--- src/rtl/cfg_pkg.sv ---
`default_nettype none
// ============================================================================
// Module      : cfg_pkg
// Description : Shared types and constants for the CLB bitstream loader.
// Revision    : 1.0 - initial release
// ============================================================================
package cfg_pkg;

  // 1 is_comb + 12 connection-select + 16 LUT bits
  localparam int CHAIN_LEN_DEFAULT = 29;

  localparam logic [7:0] CRC8_POLY = 8'h07;

  typedef enum logic [2:0] {
    ST_IDLE  = 3'd0,
    ST_LOAD  = 3'd1,
    ST_CHECK = 3'd2,
    ST_DONE  = 3'd3,
    ST_ERR   = 3'd4
  } state_t;

  // One serial CRC-8 step, MSB-first register with the feedback bit folded in.
  function automatic logic [7:0] crc8_step(input logic [7:0] crc, input logic bit_in);
    logic fb;
    fb = crc[7] ^ bit_in;
    return {crc[6:0], 1'b0} ^ (fb ? CRC8_POLY : 8'h00);
  endfunction

endpackage
`default_nettype wire

--- src/rtl/bitstream_loader_if.sv ---
`default_nettype none
// ============================================================================
// Module      : bitstream_loader_if
// Description : Control, byte-stream and scan-chain signals of the loader.
// Revision    : 1.0 - initial release
// ============================================================================
interface bitstream_loader_if;

  logic       start;
  logic       abort;
  logic [7:0] byte_data;
  logic       byte_valid;
  logic       byte_ready;
  logic       scan_en;
  logic       scan_clk_en;
  logic       scan_out;
  logic       busy;
  logic       done;
  logic       err;

  // Host / bitstream source side
  modport master (
    output start, abort, byte_data, byte_valid,
    input  byte_ready, scan_en, scan_clk_en, scan_out, busy, done, err
  );

  // Loader side
  modport slave (
    input  start, abort, byte_data, byte_valid,
    output byte_ready, scan_en, scan_clk_en, scan_out, busy, done, err
  );

endinterface
`default_nettype wire

--- src/rtl/crc8_serial.sv ---
`default_nettype none
// ============================================================================
// Module      : crc8_serial
// Description : Bit-serial CRC-8 (poly 0x07, init 0x00) accumulator.
// Revision    : 1.0 - initial release
// ============================================================================
module crc8_serial
  import cfg_pkg::*;
(
  input  logic       clk,
  input  logic       rst,
  input  logic       clr,
  input  logic       bit_en,
  input  logic       bit_in,
  output logic [7:0] crc
);

  // Clear on a new load, otherwise fold in each qualified bit.
  always_ff @(posedge clk or posedge rst) begin
    if (rst) begin
      crc <= 8'h00;
    end else if (clr) begin
      crc <= 8'h00;
    end else if (bit_en) begin
      crc <= crc8_step(crc, bit_in);
    end
  end

endmodule
`default_nettype wire

--- src/rtl/bitstream_loader.sv ---
`default_nettype none
// ============================================================================
// Module      : bitstream_loader
// Description : Streams a byte-wide bitstream LSB-first into a CLB scan chain,
//               then checks a trailing CRC-8 byte against the shifted bits.
// Revision    : 1.0 - initial release
// ============================================================================
module bitstream_loader
  import cfg_pkg::*;
#(
  parameter int CHAIN_LEN = CHAIN_LEN_DEFAULT,
  parameter int CNT_W     = 5
) (
  input  logic              clk,
  input  logic              rst,
  bitstream_loader_if.slave bus
);

  state_t           state;
  logic [CNT_W-1:0] bit_cnt;     // bits presented so far, including the current one
  logic [7:0]       byte_reg;    // not-yet-presented bits of the current byte, LSB next
  logic [3:0]       rem_cnt;     // bits of current byte still occupying the output stage
  logic             scan_en_q;
  logic             scan_clk_en_q;
  logic             scan_out_q;
  logic             busy_q;
  logic             done_q;
  logic             err_q;
  logic [7:0]       crc;

  logic             chain_full;
  logic             byte_ready;
  logic             accept;
  logic             start_ok;

  assign chain_full = (bit_cnt == CNT_W'(CHAIN_LEN));

  // A new byte may land while the last bit of the previous one is on the
  // output, which keeps shifting gap-free; once the chain is full no more
  // data bytes are taken so the CRC byte is never swallowed by LOAD.
  assign byte_ready = ((state == ST_LOAD) && (rem_cnt <= 4'd1) && !chain_full)
                    || (state == ST_CHECK);
  assign accept     = byte_ready && bus.byte_valid;

  // Abort always beats a simultaneous start.
  assign start_ok   = bus.start && !bus.abort &&
                      ((state == ST_IDLE) || (state == ST_DONE) || (state == ST_ERR));

  crc8_serial u_crc (
    .clk    (clk),
    .rst    (rst),
    .clr    (start_ok),
    .bit_en (scan_clk_en_q),
    .bit_in (scan_out_q),
    .crc    (crc)
  );

  // Load sequencer: state, byte shifter and all registered outputs.
  always_ff @(posedge clk or posedge rst) begin
    if (rst) begin
      state         <= ST_IDLE;
      bit_cnt       <= '0;
      byte_reg      <= 8'h00;
      rem_cnt       <= 4'd0;
      scan_en_q     <= 1'b0;
      scan_clk_en_q <= 1'b0;
      scan_out_q    <= 1'b0;
      busy_q        <= 1'b0;
      done_q        <= 1'b0;
      err_q         <= 1'b0;
    end else begin
      scan_clk_en_q <= 1'b0;
      scan_out_q    <= 1'b0;
      case (state)
        ST_IDLE, ST_DONE, ST_ERR: begin
          if (start_ok) begin
            state     <= ST_LOAD;
            bit_cnt   <= '0;
            byte_reg  <= 8'h00;
            rem_cnt   <= 4'd0;
            scan_en_q <= 1'b1;
            busy_q    <= 1'b1;
            done_q    <= 1'b0;
            err_q     <= 1'b0;
          end
        end
        ST_LOAD: begin
          if (bus.abort) begin
            state     <= ST_IDLE;
            rem_cnt   <= 4'd0;
            byte_reg  <= 8'h00;
            scan_en_q <= 1'b0;
            busy_q    <= 1'b0;
          end else if (chain_full) begin
            // Leftover bits of the last byte are dropped here.
            state     <= ST_CHECK;
            rem_cnt   <= 4'd0;
            byte_reg  <= 8'h00;
            scan_en_q <= 1'b0;
          end else if (accept) begin
            scan_out_q    <= bus.byte_data[0];
            scan_clk_en_q <= 1'b1;
            byte_reg      <= {1'b0, bus.byte_data[7:1]};
            rem_cnt       <= 4'd8;
            bit_cnt       <= bit_cnt + CNT_W'(1);
          end else if (rem_cnt > 4'd1) begin
            scan_out_q    <= byte_reg[0];
            scan_clk_en_q <= 1'b1;
            byte_reg      <= {1'b0, byte_reg[7:1]};
            rem_cnt       <= rem_cnt - 4'd1;
            bit_cnt       <= bit_cnt + CNT_W'(1);
          end else begin
            rem_cnt <= 4'd0;
          end
        end
        ST_CHECK: begin
          if (bus.abort) begin
            state  <= ST_IDLE;
            busy_q <= 1'b0;
          end else if (accept) begin
            busy_q <= 1'b0;
            if (bus.byte_data == crc) begin
              state  <= ST_DONE;
              done_q <= 1'b1;
            end else begin
              state <= ST_ERR;
              err_q <= 1'b1;
            end
          end
        end
        default: begin
          state <= ST_IDLE;
        end
      endcase
    end
  end

  assign bus.byte_ready  = byte_ready;
  assign bus.scan_en     = scan_en_q;
  assign bus.scan_clk_en = scan_clk_en_q;
  assign bus.scan_out    = scan_out_q;
  assign bus.busy        = busy_q;
  assign bus.done        = done_q;
  assign bus.err         = err_q;

endmodule
`default_nettype wire

--- src/flat_wrapper.sv ---
// flat-port wrapper written by rule: the top's interface ports become plain ports
module bitstream_loader_flat import cfg_pkg::*;
#(
  parameter int CHAIN_LEN = CHAIN_LEN_DEFAULT,
  parameter int CNT_W     = 5
)
  (clk, rst, bus_start, bus_abort, bus_byte_data, bus_byte_valid, bus_byte_ready, bus_scan_en, bus_scan_clk_en, bus_scan_out, bus_busy, bus_done, bus_err);
  bitstream_loader_if bus_i ();
  input  logic clk;
  input  logic rst;
  input wire logic [$bits(bus_i.start)-1:0] bus_start;
  input wire logic [$bits(bus_i.abort)-1:0] bus_abort;
  input wire logic [$bits(bus_i.byte_data)-1:0] bus_byte_data;
  input wire logic [$bits(bus_i.byte_valid)-1:0] bus_byte_valid;
  output wire logic [$bits(bus_i.byte_ready)-1:0] bus_byte_ready;
  output wire logic [$bits(bus_i.scan_en)-1:0] bus_scan_en;
  output wire logic [$bits(bus_i.scan_clk_en)-1:0] bus_scan_clk_en;
  output wire logic [$bits(bus_i.scan_out)-1:0] bus_scan_out;
  output wire logic [$bits(bus_i.busy)-1:0] bus_busy;
  output wire logic [$bits(bus_i.done)-1:0] bus_done;
  output wire logic [$bits(bus_i.err)-1:0] bus_err;
  assign bus_i.start = bus_start;
  assign bus_i.abort = bus_abort;
  assign bus_i.byte_data = bus_byte_data;
  assign bus_i.byte_valid = bus_byte_valid;
  assign bus_byte_ready = bus_i.byte_ready;
  assign bus_scan_en = bus_i.scan_en;
  assign bus_scan_clk_en = bus_i.scan_clk_en;
  assign bus_scan_out = bus_i.scan_out;
  assign bus_busy = bus_i.busy;
  assign bus_done = bus_i.done;
  assign bus_err = bus_i.err;
  bitstream_loader #(.CHAIN_LEN(CHAIN_LEN), .CNT_W(CNT_W)) u_core (.clk(clk), .rst(rst), .bus(bus_i));
endmodule
--- config.mk ---
export PLATFORM = sky130hd
export DESIGN_NAME = bitstream_loader_flat
export DESIGN_NICKNAME = d
export VERILOG_FILES = /design/src/rtl/cfg_pkg.sv /design/src/rtl/bitstream_loader_if.sv /design/src/rtl/crc8_serial.sv /design/src/rtl/bitstream_loader.sv /design/src/flat_wrapper.sv
export SDC_FILE = /design/constraint.sdc
export NUM_CORES = 1
export LEC_CHECK = 0
export CORE_MARGIN = 2
export CORE_UTILIZATION = 55
export CTS_CLUSTER_SIZE = 30
export DETAILED_ROUTE_END_ITERATION = 12
export GPL_TIMING_DRIVEN = 0
export PLACE_DENSITY = 0.8
export SYNTH_ARGS = -nofsm -noshare
export SYNTH_HDL_FRONTEND = slang
export SYNTH_SLANG_ARGS = --single-unit
--- constraint.sdc ---
create_clock -name clk -period 2.2 [get_ports clk]
set_clock_uncertainty 0.1 [all_clocks]
set_input_delay 0.66 -clock clk [delete_from_list [all_inputs] [get_ports clk]]
set_output_delay 0.66 -clock clk [all_outputs]
set_load 0.005 [all_outputs]
==> results.toml, run 1 <==
[global_route]
grt_max_degree = 34
grt_pass1_wl_mm = 7.87
grt_overflow_total = 0
grt_pass1_vias = 1642
antenna_found_initial = 0
grt_use_total_pct = 24.9

[setup_path]
critPathLaunch = "u_core.bit_cnt[1]"
worstReg2RegStart = "u_core.rem_cnt[1]"
cp-start-kind = "register"
cp-end-kind = "primary output"
cp_max_fo = 2
path_class = "register to primary output"
cp.arrival_ns = 1.57
cp.required_ns = 1.44

[die]
coreArea_um2 = 3390
die-area_um2 = 4090
dieWidth_um = 63.9
die-height_um = 63.9
boundaryPins = 20
start_util_pct = 58.3
num_rows = 21

[run_status]
violations = "setup timing"
status = "finished, violations left"

[power]
power_density_nw_per_um2 = 967
total_leakage_power_nw = 1.02
power_w = 0.00234
peakVddDrop_v = 0.000693

[final_layout]
nFillCells = 249
regArea_um2 = 828
syn2layout_area_growth_pct = 22.4
final_nets = 260
n_antenna_cell = 0
largest_register_ffs = 8
drive_gt1_share_pct = 20.9
instances_no_fill = 290
multi_input_area_um2 = 1110

[clocking]
cts_tree = "yes"
root_buffer = "clkbuf_4"
cts.htree.levels = 2
clk_path_buf_depth = 2
clk_pin_slew_ns = 0.11
clock-sinks = 33
cts-buffers-inserted = 5
clk_latency_ns = 0.35

[place]
io_buffers = 18
gp_congestion = 0.928
place_inst = 272
place_hpwl_mm = 3.16

[synth]
netlist_area_um2 = 1980
synthFlopType = "dfrtp_1"
async_flop_share_pct = 100
ys_seq_elements = 33
synth_edf_count = 0
yosys_warnings = 0
ys_types = 46
syn_nets = 225
syn_inst = 208
syn_avg_cell_area_um2 = 9.50
synth_seq_area_share_pct = 41.8

[worst_hold_path]
hold_path.class = "register to register"
hold_start = "u_core.bit_cnt[4]"

[sta]
setup_viol = 1
tns_ns = -0.134
setup_ws_ns = -0.134
relSlewSlack_pct = 59.2
tightest_slew_ns = 0.608
fmax_mhz = 429
drv_slew = 0
finalCriticalPeriod_ns = 2.33
period_share_pct = 106
hold_violations = 0
rsz0062_at_grt = "true"

[detailed_routing]
routed_wl_mm = 4.65
dr.pass1.iters = 4
vias = 1674
route.detailed.drc = 0
wl_per_cell_um = 16.0
ant_nets = 0
drtIter0Drc = 92
vias_per_cell = 5.77

[flow_run]
maxCapViolCount = 0
[cells in the mapped netlist (all sizes together) (2+ instances only)]
library cell,instances,area (um^2)
a21oi,12,60.1
a221o,6,60.1
a22o,2,17.5
a31oi,8,50.1
and2,2,12.5
buf,11,66.3
dfrtp,33,826
ha,4,50.1
inv,6,22.5
mux2,2,22.5
mux2i,9,90.1
nand2,15,56.3
nand2b,2,12.5
nand3,2,10.0
nand4,11,68.8
nor2,22,85.1
nor2b,10,65.1
nor3,2,10.0
nor3b,2,31.3
o21ai,17,85.1
or2,2,12.5
xnor2,11,96.3
[per-layer routing]
layer	routed length [um]	global-route usage, %
met4	98	9.24
met1	2090	34.6
met2	2250	38.7
met5	0	0
met3	205	4.75
[power by group]
part           switching, W  total [W]  internal (W)
Sequential         0.000115   0.000849      0.000734
Combinational      0.000591    0.00115      0.000558
Clock              0.000218   0.000339      0.000120
[critical path, stage by stage (launching register included)]
cell and delay, ns:
dfrtp_1 0.40, inv_1 0.06, ha_2 0.17, nand4_1 0.13, and2_4 0.18, a21o_1 0.16, buf_2 0.12
[area by class of cell]
type / count / area share (%)
clock inverters: 3 / 0.725
plain buffers: 9 / 2.23
inverters: 6 / 0.932
multi-input cells: 158 / 46.0
clock buffers: 5 / 1.55
flip-flops and latches: 33 / 34.3
well taps: 46 / 2.38
repair buffers: 30 / 11.9
[kinds of logic after synthesis]
logic type | Yosys count | synth area share, %
mux | 11 | 5.70
fa+ha+maj | 4 | 2.53
flops | 33 | 41.8
compound gates | 59 | 20.9
xor+xnor | 11 | 4.88
buf+inv | 17 | 4.50
simple gates | 73 | 19.7
[stage by stage]
step	hold slack (ns)	util, %	setup slack (ns)	area (um^2)
2_1_floorplan	0.361	-	0.169	1980
5_1_grt	0.427	71.3	-0.204	2420
4_1_cts	0.408	71.5	-0.128	2420
3_3_place_gp	0.382	65.3	-0.393	2210
6_report	0.415	71.3	-0.134	2420
3_5_place_dp	0.392	65.3	-0.460	2210
[placed cells by master (no fill, tap or decap), types with 6 or more instances in the layout]
| cell | instances |
|---|---|
| a31oi_1 | 8 |
| clkdlybuf4s50_1 | 16 |
| a221o_1 | 6 |
| nor2b_1 | 9 |
| dfrtp_1 | 31 |
| buf_4 | 14 |
| nor2_1 | 20 |
| a21oi_1 | 12 |
| nand4_1 | 11 |
| o21ai_1 | 6 |
| nand2_1 | 15 |
| mux2i_1 | 9 |
| xnor2_1 | 11 |
| o21ai_0 | 10 |
[final timing paths]
path / endpoint / depth (start not counted) / slack [ns]
max reg2reg: u_core.byte_reg[5] / 8 / 0.18
min reg2reg: u_core.bit_cnt[4] / 1 / 0.41
min: u_core.bit_cnt[4] / 1 / 0.41
max in group asynchronous: u_core.state[2] / 3 / 1.05
max: bus_byte_ready / 6 / -0.13
min in group asynchronous: u_core.bit_cnt[1] / 2 / 0.50
[timing repair]
item,in CTS,in global routing
setup buffers,17,1
cloned,0,0
hold buffers,0,0
gates resized for setup,26,1
endpoints found under the setup margin,2,5
pin swaps,11,3
Note: power is estimated with default switching activity, not from simulation.
==> run 2, diff against run 1 <==
--- a/config.mk
+++ b/config.mk
@@ -5,12 +5,11 @@
 export SDC_FILE = /design/constraint.sdc
 export NUM_CORES = 1
 export LEC_CHECK = 0
-export CORE_MARGIN = 2
 export CORE_UTILIZATION = 55
 export CTS_CLUSTER_SIZE = 30
 export DETAILED_ROUTE_END_ITERATION = 12
 export GPL_TIMING_DRIVEN = 0
-export PLACE_DENSITY = 0.8
+export PLACE_DENSITY = 0.79
 export SYNTH_ARGS = -nofsm -noshare
 export SYNTH_HDL_FRONTEND = slang
 export SYNTH_SLANG_ARGS = --single-unit
==> run 2 against run 1 <==
Against the previous run:
- routed wire length fell by 3.9%
- combinational power barely moved
- worst setup slack got worse by 0.027 ns
- final area barely moved
- sequential cell count stayed put
- die area is 6.2% lower
- critical path type unchanged
- the run still ends with setup timing left
==> results.toml, run 2 (synthesis results as in run 1) <==
[setup_path]
cp-end-kind = "primary output"
r2r_cells = 8
worstReg2RegStart = "u_core.rem_cnt[1]"
regToRegSetupSlack_ns = 0.15
cp.arrival_ns = 1.60
cp-start-kind = "register"
cp_max_fo = 2
reg2reg_to = "u_core.byte_reg[0]"
path_class = "register to primary output"
cp.required_ns = 1.44

[run_status]
status = "finished, violations left"
violations = "setup timing"

[place]
pre_cts_ws_ns = -0.416
io_buffers = 18
place_inst = 272
gp_congestion = 0.890
place_hpwl_mm = 3.11

[detailed_routing]
drtIter0Drc = 113
dr.pass1.iters = 4
ant_nets = 0
wl_per_cell_um = 15.4
routed_wl_mm = 4.47
route.detailed.drc = 0
vias_per_cell = 5.78
vias = 1681

[clocking]
hold_buffers = 0
cts.htree.levels = 2
clk_pin_slew_ns = 0.11
root_buffer = "clkbuf_4"
cts-buffers-inserted = 5
clock-sinks = 33
clk_latency_ns = 0.35
clk_path_buf_depth = 2
cts_tree = "yes"

[sta]
relSlewSlack_pct = 65.0
drv_slew = 0
tns_ns = -0.160
setup_viol = 1
rsz0062_at_grt = "true"
setup_ws_ns = -0.160
tightest_slew_ns = 0.525
finalCriticalPeriod_ns = 2.36
period_share_pct = 107
fmax_mhz = 424
hold_violations = 0

[die]
dieWidth_um = 61.9
num_rows = 21
die-area_um2 = 3840
boundaryPins = 20
coreArea_um2 = 3390
start_util_pct = 58.3
die-height_um = 61.9

[final_layout]
final_common_cell = "dfrtp_1"
most-common-layout-cells = "31 x dfrtp_1, 20 x nor2_1, 16 x buf_4, 16 x clkdlybuf4s50_1, 15 x nand2_1"
syn2layout_area_growth_pct = 22.4
nFillCells = 245
largest_register_ffs = 8
instances_no_fill = 291
final_nets = 261
drive_gt1_share_pct = 20.8
n_antenna_cell = 0

[power]
power_density_nw_per_um2 = 972
p_clk_share_pct = 14.8
swShare_pct = 39.4
seqPwrFrac_pct = 36.4
pwr-share-comb_pct = 48.9
p_int_w = 0.00142
peakVddDrop_v = 0.000525
p_sw_w = 0.000927
total_leakage_power_nw = 1.03

[flow_run]
maxCapViolCount = 0

[global_route]
grt_pass1_wl_mm = 6.72
antenna_found_initial = 0
grt_max_degree = 34
grt_pass1_vias = 1441
grt_use_total_pct = 25.3
grt_overflow_total = 0

[worst_hold_path]
hold_path.class = "input port to async pin"
## run 2: cell types whose count changed in the layout (fill, tap and decap cells not counted), sizes merged
cell          before  now
buf               22   23
dlygate4sd2        1    0
dlymetal6s2s       0    1
## run 2: layout make-up
type	instances	area, um^2	share of cell area [%]
timing repair buffer	31	288	11.9
buffer	9	53.8	2.22
clock inverter	3	17.5	0.724
clock buffer	5	37.5	1.55
multi-input combinational	158	1110	46.0
sequential	33	828	34.2
tap	46	57.6	2.38
inverter	6	22.5	0.931
## run 2: per-layer routing
metal	up-vias	share of wire (%)	GRT usage, %
met2	32	47	37.8
met3	11	3.1	7.66
li1	832	-	-
met4	0	2.5	10.8
met5	-	0	0
met1	806	48	34.2
## run 2: how the worst max path moves through the flow
stage,startpoint,end,slack [ns]
2_1_floorplan,u_core.rem_cnt[0],bus_byte_ready,0.17
6_report,u_core.bit_cnt[1],bus_byte_ready,-0.16
4_1_cts,u_core.bit_cnt[1],bus_byte_ready,-0.16
3_3_place_gp,u_core.rem_cnt[0],bus_byte_ready,-0.39
3_5_place_dp,u_core.bit_cnt[1],bus_byte_ready,-0.42
5_1_grt,u_core.bit_cnt[1],bus_byte_ready,-0.24
## run 2: worst max-delay path, cell delays in order (launching register included)
cell,delay [ns]
dfrtp_1,0.40
inv_1,0.06
ha_2,0.17
nand4_1,0.14
and2_4,0.19
a21o_1,0.16
buf_2,0.12
## run 2: power by group through the flow
stage / clock (W) / sequential [W] / combinational [W]
2_1_floorplan: 0 / 0.000839 / 0.000725
3_3_place_gp: 0 / 0.000865 / 0.000944
4_1_cts: 0.000354 / 0.000852 / 0.00113
6_report: 0.000347 / 0.000855 / 0.00115
3_5_place_dp: 0 / 0.000870 / 0.000964
5_1_grt: 0.000379 / 0.000875 / 0.00127
## run 2: repair_timing
action / in CTS / in global routing
pin swaps: 5 / 0
endpoints found under the setup margin: 2 / 3
setup buffers: 11 / 1
gates resized for setup: 19 / 2
## run 2: stage by stage
step                      utilization (%)  hold slack (ns)  instance area (um^2)  total power, W
final                                71.4            0.401                  2420         0.00235
after global placement               65.3            0.383                  2210         0.00181
after floorplan                         -            0.361                  1980         0.00156
after CTS                            70.2            0.418                  2380         0.00234
after global routing                 71.4            0.410                  2420         0.00252
after detailed placement             65.3            0.392                  2210         0.00183
